### src/rtl/wb_arbiter2.sv
// Two-requester Wishbone (pipelined) arbiter with bus lock and last-grant tie-break.
// Define WB_ARBITER2_TIMEOUT_EN to build in the ack watchdog, S_ABORT state and timeout_o.
module wb_arbiter2 #(
    parameter int unsigned TIMEOUT_CYCLES = 255
) (
    input  logic        clk_i,
    input  logic        rst_i,
    input  logic        m0_cyc_i,
    input  logic        m0_stb_i,
    input  logic        m0_we_i,
    input  logic [3:0]  m0_sel_i,
    input  logic [31:0] m0_adr_i,
    input  logic [31:0] m0_dat_i,
    output logic        m0_ack_o,
    output logic        m0_stall_o,
    output logic [31:0] m0_dat_o,
    input  logic        m1_cyc_i,
    input  logic        m1_stb_i,
    input  logic        m1_we_i,
    input  logic [3:0]  m1_sel_i,
    input  logic [31:0] m1_adr_i,
    input  logic [31:0] m1_dat_i,
    output logic        m1_ack_o,
    output logic        m1_stall_o,
    output logic [31:0] m1_dat_o,
    output logic        s_cyc_o,
    output logic        s_stb_o,
    output logic        s_we_o,
    output logic [3:0]  s_sel_o,
    output logic [31:0] s_adr_o,
    output logic [31:0] s_dat_o,
    input  logic        s_ack_i,
    input  logic        s_stall_i,
    input  logic [31:0] s_dat_i,
    output logic [1:0]  gnt_o,
    output logic        timeout_o
);

    if (TIMEOUT_CYCLES < 1 || TIMEOUT_CYCLES > 65535) begin : g_bad_timeout
        $error("TIMEOUT_CYCLES must be in 1..65535");
    end

    typedef enum logic [1:0] {StIdle, StG0, StG1, StAbort} state_e;

    state_e state_q, state_d;
    logic   lg_q, lg_d;
    logic   gnt0, gnt1;
    logic   timeout_hit;

    // Reset also gates the muxes so nothing leaks through during the reset cycle itself.
    assign gnt0  = !rst_i && (state_q == StG0);
    assign gnt1  = !rst_i && (state_q == StG1);
    assign gnt_o = {gnt1, gnt0};

    always_comb begin
        state_d = state_q;
        lg_d    = lg_q;
        unique case (state_q)
            StIdle: begin
                if (m0_cyc_i && m1_cyc_i) state_d = lg_q ? StG0 : StG1;
                else if (m0_cyc_i)        state_d = StG0;
                else if (m1_cyc_i)        state_d = StG1;
            end
            StG0: begin
                if (!m0_cyc_i)        state_d = m1_cyc_i ? StG1 : StIdle;
                else if (timeout_hit) state_d = StAbort;
            end
            StG1: begin
                if (!m1_cyc_i)        state_d = m0_cyc_i ? StG0 : StIdle;
                else if (timeout_hit) state_d = StAbort;
            end
            StAbort: begin
                if (!(lg_q ? m1_cyc_i : m0_cyc_i)) state_d = StIdle;
            end
            default: state_d = StIdle;
        endcase
        if (state_d == StG0 && state_q != StG0) lg_d = 1'b0;
        if (state_d == StG1 && state_q != StG1) lg_d = 1'b1;
    end

    always_ff @(posedge clk_i) begin
        if (rst_i) begin
            state_q <= StIdle;
            lg_q    <= 1'b1;
        end else begin
            state_q <= state_d;
            lg_q    <= lg_d;
        end
    end

    always_comb begin
        s_cyc_o    = 1'b0;
        s_stb_o    = 1'b0;
        s_we_o     = 1'b0;
        s_sel_o    = 4'h0;
        s_adr_o    = 32'h0;
        s_dat_o    = 32'h0;
        m0_ack_o   = 1'b0;
        m0_stall_o = 1'b1;
        m0_dat_o   = 32'h0;
        m1_ack_o   = 1'b0;
        m1_stall_o = 1'b1;
        m1_dat_o   = 32'h0;
        if (gnt0) begin
            s_cyc_o    = m0_cyc_i;
            s_stb_o    = m0_stb_i;
            s_we_o     = m0_we_i;
            s_sel_o    = m0_sel_i;
            s_adr_o    = m0_adr_i;
            s_dat_o    = m0_dat_i;
            m0_ack_o   = s_ack_i;
            m0_stall_o = s_stall_i;
            m0_dat_o   = s_dat_i;
        end
        if (gnt1) begin
            s_cyc_o    = m1_cyc_i;
            s_stb_o    = m1_stb_i;
            s_we_o     = m1_we_i;
            s_sel_o    = m1_sel_i;
            s_adr_o    = m1_adr_i;
            s_dat_o    = m1_dat_i;
            m1_ack_o   = s_ack_i;
            m1_stall_o = s_stall_i;
            m1_dat_o   = s_dat_i;
        end
    end

`ifdef WB_ARBITER2_TIMEOUT_EN
    logic [15:0] cnt_q, cnt_d;
    logic        timeout_q;
    logic        counting;

    // Counts granted cycles spent waiting on an outstanding strobe without an ack.
    assign counting    = (gnt0 || gnt1) && s_stb_o && !s_ack_i;
    assign timeout_hit = counting && ((32'(cnt_q) + 32'd1) >= TIMEOUT_CYCLES);
    assign timeout_o   = timeout_q;

    always_comb begin
        cnt_d = cnt_q;
        if (!(gnt0 || gnt1) || (state_d != state_q) || s_ack_i) cnt_d = 16'h0;
        else if (counting)                                      cnt_d = cnt_q + 16'd1;
    end

    always_ff @(posedge clk_i) begin
        if (rst_i) begin
            cnt_q     <= 16'h0;
            timeout_q <= 1'b0;
        end else begin
            cnt_q     <= cnt_d;
            timeout_q <= (state_d == StAbort) && (state_q != StAbort);
        end
    end
`else
    assign timeout_hit = 1'b0;
    assign timeout_o   = 1'b0;
`endif

endmodule

### config.mk
export PLATFORM = sky130hd
export DESIGN_NAME = wb_arbiter2
export DESIGN_NICKNAME = d
export VERILOG_FILES = /design/src/rtl/wb_arbiter2.sv
export SDC_FILE = /design/constraint.sdc
export NUM_CORES = 1
export LEC_CHECK = 0
export BUFFER_PORTS_ARGS = -buffer_cell sky130_fd_sc_hd__clkbuf_2
export CAP_MARGIN = 20
export CORE_AREA = 8 8 117 119
export CTS_CLUSTER_DIAMETER = 30
export DETAILED_ROUTE_END_ITERATION = 10
export DIE_AREA = 0 0 125 127
export PLACE_DENSITY = 0.54
export SYNTH_ARGS = -nofsm -noshare
export SYNTH_HDL_FRONTEND = slang
export SYNTH_SLANG_ARGS = --single-unit
### constraint.sdc
create_clock -name clk_i -period 2.9 [get_ports clk_i]
set_input_delay 0.58 -clock clk_i [delete_from_list [all_inputs] [get_ports clk_i]]
set_output_delay 0.58 -clock clk_i [all_outputs]
set_load 0.01 [all_outputs]
== Word-level counts from Yosys, hierarchy flattened ==
Index checks and enable logic that the tools add are counted.
Cells by class
  mux-type cells: 29
  reduce and logical (&&, ||, !) cells: 8
  equality and inequality tests: 7
Operators by type and width (number)
  $mux W32: 6
  $mux W2: 8
  $mux W1: 12
  $mux W4: 2
  $pmux W2 S4: 1
  $eq A2 B2 Y1 const B: 3
  $logic_and A1 B1 Y1: 5
  $eq A2 B1 Y1 const B: 2
  $logic_not A2 Y1: 1
  $ne A2 B1 Y1 const B: 1
  $ne A2 B2 Y1 const B: 1
  $reduce_or A2 Y1: 1
  $logic_not A1 Y1: 1
Word-level totals
  output and inout bits: 142
  input port bits: 178
  bits in registers: 3

== Depth between registers and ports, before layout ==
  word-level depth: 7
  mapped depth: 6

== Worst setup path after synthesis ==
Ideal clock, no wire load.
  kind: input-to-output
  from: input port rst_i
  to: output port gnt_o[0]
  stages on the path: 5
  buffers on the path: 4
  data arrival time: 1.347 ns
  path slack: 0.973 ns
  cells stage by stage: buf_2 buf_2 buf_2 nor2_1 buf_4
On the way
  cells in the longest elaborated chain, start to end: 2
RTL lines
  from (decl): line 7  | input logic rst_i,
  $logic_not A1 Y1: line 51  | assign gnt0 = !rst_i && (state_q == StG0);
  $logic_and A1 B1 Y1: line 51
  to (decl): line 35  | output logic [1:0] gnt_o,
Every way passes these cells.

== Final worst setup path ==
  from: register state_q[0]
  to: output port s_dat_o[20]
On the way
  cells in the longest elaborated chain, start to end: 4
  elaborated cells on any way between the ends: 6
RTL lines
  from (decl): line 45  | state_e state_q, state_d;
  from (signal assigned): line 83  | state_q <= StIdle;
  from (signal assigned): line 86  | state_q <= state_d;
  $eq A2 B1 Y1: line 51
  $logic_and A1 B1 Y1: line 51
  $mux W32: line 104  | if (gnt0) begin
  $mux W32 *: line 115  | if (gnt1) begin
  to (decl): line 31  | output logic [31:0] s_dat_o,
Mark *: on every way between the ends. The rest lies on a longest branch, timed or not.

==> impl_metrics.env <==
export IMPL_r2r_setup_slack_ns=1.87
export IMPL_ios=320
export IMPL_critPathMaxStageDelay_ns=0.58
export IMPL_syn_cell_area_um2=2370
export IMPL_drv_cap=0
export IMPL_grt_overflow_total=0
export IMPL_row_count=40
export IMPL_initial_core_util_pct=20.1
export IMPL_setup_violations=0
export IMPL_regToRegEndpoint="state_q[1]"
export IMPL_r2r_start="state_q[1]"
export IMPL_grt_pass1_vias=3589
export IMPL_root_buffer="clkbuf_16"
export IMPL_p_leak_nw=2.02
export IMPL_grt_max_degree=59
export IMPL_ant_nets=0
export IMPL_ys_warn_count=0
export IMPL_worstPathMaxFanout=25
export IMPL_yosysSeqAreaShare_pct=2.53
export IMPL_cp_start_kind="register"
export IMPL_num_antenna_cells=0
export IMPL_antenna_found_initial=0
export IMPL_cts_tree="done"
export IMPL_ctsLongestPathBuffers=2
export IMPL_die_h_um=127
export IMPL_period_share_pct=86.6
export IMPL_cp_cell_sequence="nor2b_4 -> buf_12 -> a22oi_2 -> nor2_2 -> clkbuf_2"
export IMPL_core_area_um2=11800
export IMPL_hp_class="register to register"
export IMPL_first_iter_violations=111
export IMPL_timing_fmax_mhz=398
export IMPL_synth_avg_cell_area_um2=7.59
export IMPL_grt_pass1_wl_mm=19.0
export IMPL_required_ns=2.32
export IMPL_startpoint="state_q[0]"
export IMPL_drc=0
export IMPL_track_usage_pct=14.4
export IMPL_end_kind="output pin"
export IMPL_post_cts_buffers=0
export IMPL_slowest_stage="nor2b_4"
export IMPL_dp_hpwl_mm=10.8
export IMPL_dieArea_um2=15900
export IMPL_clock_latency_ns=0.23
export IMPL_fin_setup_tns_ns=0
export IMPL_die_x_um=125
export IMPL_area_growth_pct=69.8
export IMPL_cts_made_buffers=3
export IMPL_maxSlewHeadroom_pct=60.2
export IMPL_skew_ns=0.000828
export IMPL_synth_seq_cells=3
export IMPL_cts_hold_buf=0
export IMPL_netlist_instances=313
export IMPL_totalWireLength_mm=12.4
export IMPL_status="finished, final reports clean"
export IMPL_slew_viol_final=0
export IMPL_via_per_inst=4.44
export IMPL_period_needed_ns=2.51
export IMPL_final_core_util_pct=34.1
export IMPL_port_buffers=318
export IMPL_nets=790
export IMPL_worstSetupPathType="register to output pin"
export IMPL_clock_sinks=3
export IMPL_h_tree_depth=1
export IMPL_power_density_nw_per_um2=238
export IMPL_wire_per_inst_um=16.3
export IMPL_synthesis_nets=491
export IMPL_drive_gt1_share_pct=78.2
export IMPL_tightestPinTransition_ns=0.597
export IMPL_synthDistinctLibCells=24
export IMPL_hold_depth=2
export IMPL_dr_pass1_iters=4
export IMPL_peakVddDrop_mv=0.237
export IMPL_clk_pin_slew_ns=0.03
export IMPL_hold_viol=0
export IMPL_reg2reg_depth=3
export IMPL_post_cts_resized=0
export IMPL_cp_endpoint="s_dat_o[20]"
export IMPL_grt_setup_unrepaired="false"
export IMPL_cp_arrival_ns=1.93
export IMPL_vias=3365
export IMPL_place_congestion=0.778
[cell type report]
class                      count  area (µm²)
fill                        1261        7780
multi-input combinational    269        1940
timing repair buffer         335        1770
tap                          147         184
clock buffer                   4        78.8
sequential                     3        60.1
[worst max-delay path, delay by kind of cell (launching register included)]
| kind | cells | cell delay, ns |
|---|---|---|
| buffers and inverters | 2 | 0.42 |
| AO/OA/AOI/OAI | 1 | 0.11 |
| AND/OR/NAND/NOR | 2 | 0.67 |
| flip-flops | 1 | 0.48 |
[layer usage]
metal	vias to the layer above	GRT usage, %	part of all wire, %
met3	13	5.12	9.5
met2	203	27.1	51
li1	1651	-	-
met5	-	0	0
met4	0	2.94	1.5
met1	1498	15.2	38
[stage by stage]
step                      instance area [µm²]  setup WS [ns]  hold WS, ns  instances  power [mW]
after global routing                     4030          0.252        0.650        758        1.03
after global placement                   3950          0.676        0.571        754       0.734
after detailed placement                 3950          0.601        0.589        754       0.746
after CTS                                4030          0.346        0.616        758       0.975
after floorplan                          2370          0.973        0.539        313       0.499
final                                    4030          0.387        0.611        758       0.960
[cell usage after synthesis]
master	number	area share (%)
nor2_1	71	11
a22oi_2	69	36
nor2_2	69	18
nand2b_1	40	11
buf_2	17	3.6
buf_12	8	6.7
buf_6	7	3.3
buf_4	5	1.6
a21oi_1	3	0.63
clkbuf_1	3	0.47
dfxtp_1	3	2.5
nand2_1	3	0.47
nand3_1	3	0.63
a22oi_1	2	0.63
a21o_1	1	0.32
a31oi_1	1	0.26
and2b_1	1	0.32
clkbuf_4	1	0.32
conb_1	1	0.16
nand3b_1	1	0.32
nand4_1	1	0.26
nor2b_4	1	0.58
o21bai_1	1	0.32
o22ai_1	1	0.26
[cell families (layout without fill, tap and decap cells)]
group	Yosys count	in the layout	synth area share, %
simple gates	190	190	42.5
other cells	1	1	0.158
compound gates	78	78	38.8
buf+inv	41	339	16.0
flops	3	3	2.53
[where the power goes]
part	switching, mW	internal [mW]
Sequential	0.00972	0.0459
Clock	0.0428	0.182
Combinational	0.368	0.312
Total	0.420	0.540
[layout by cell type (no fill, tap or decap), types with 4 or more instances in the layout]
cell type  instances
clkbuf_2         317
nor2_1            71
a22oi_2           69
nor2_2            69
nand2b_1          40
buf_4             14
buf_12             4
[state kept, by name (all words and copies together), names as in the netlist]
| signal | flops |
|---|---|
| lg_q | 1 |
| state_q | 2 |
[worst min path at each step]
stage,to,from
finish,state_q[0],lg_q
global route,state_q[0],lg_q
CTS,state_q[0],lg_q
detailed placement,state_q[0],lg_q
global placement,state_q[0],lg_q
floorplan,state_q[0],lg_q
No activity file was read; power rests on OpenSTA's default activity.
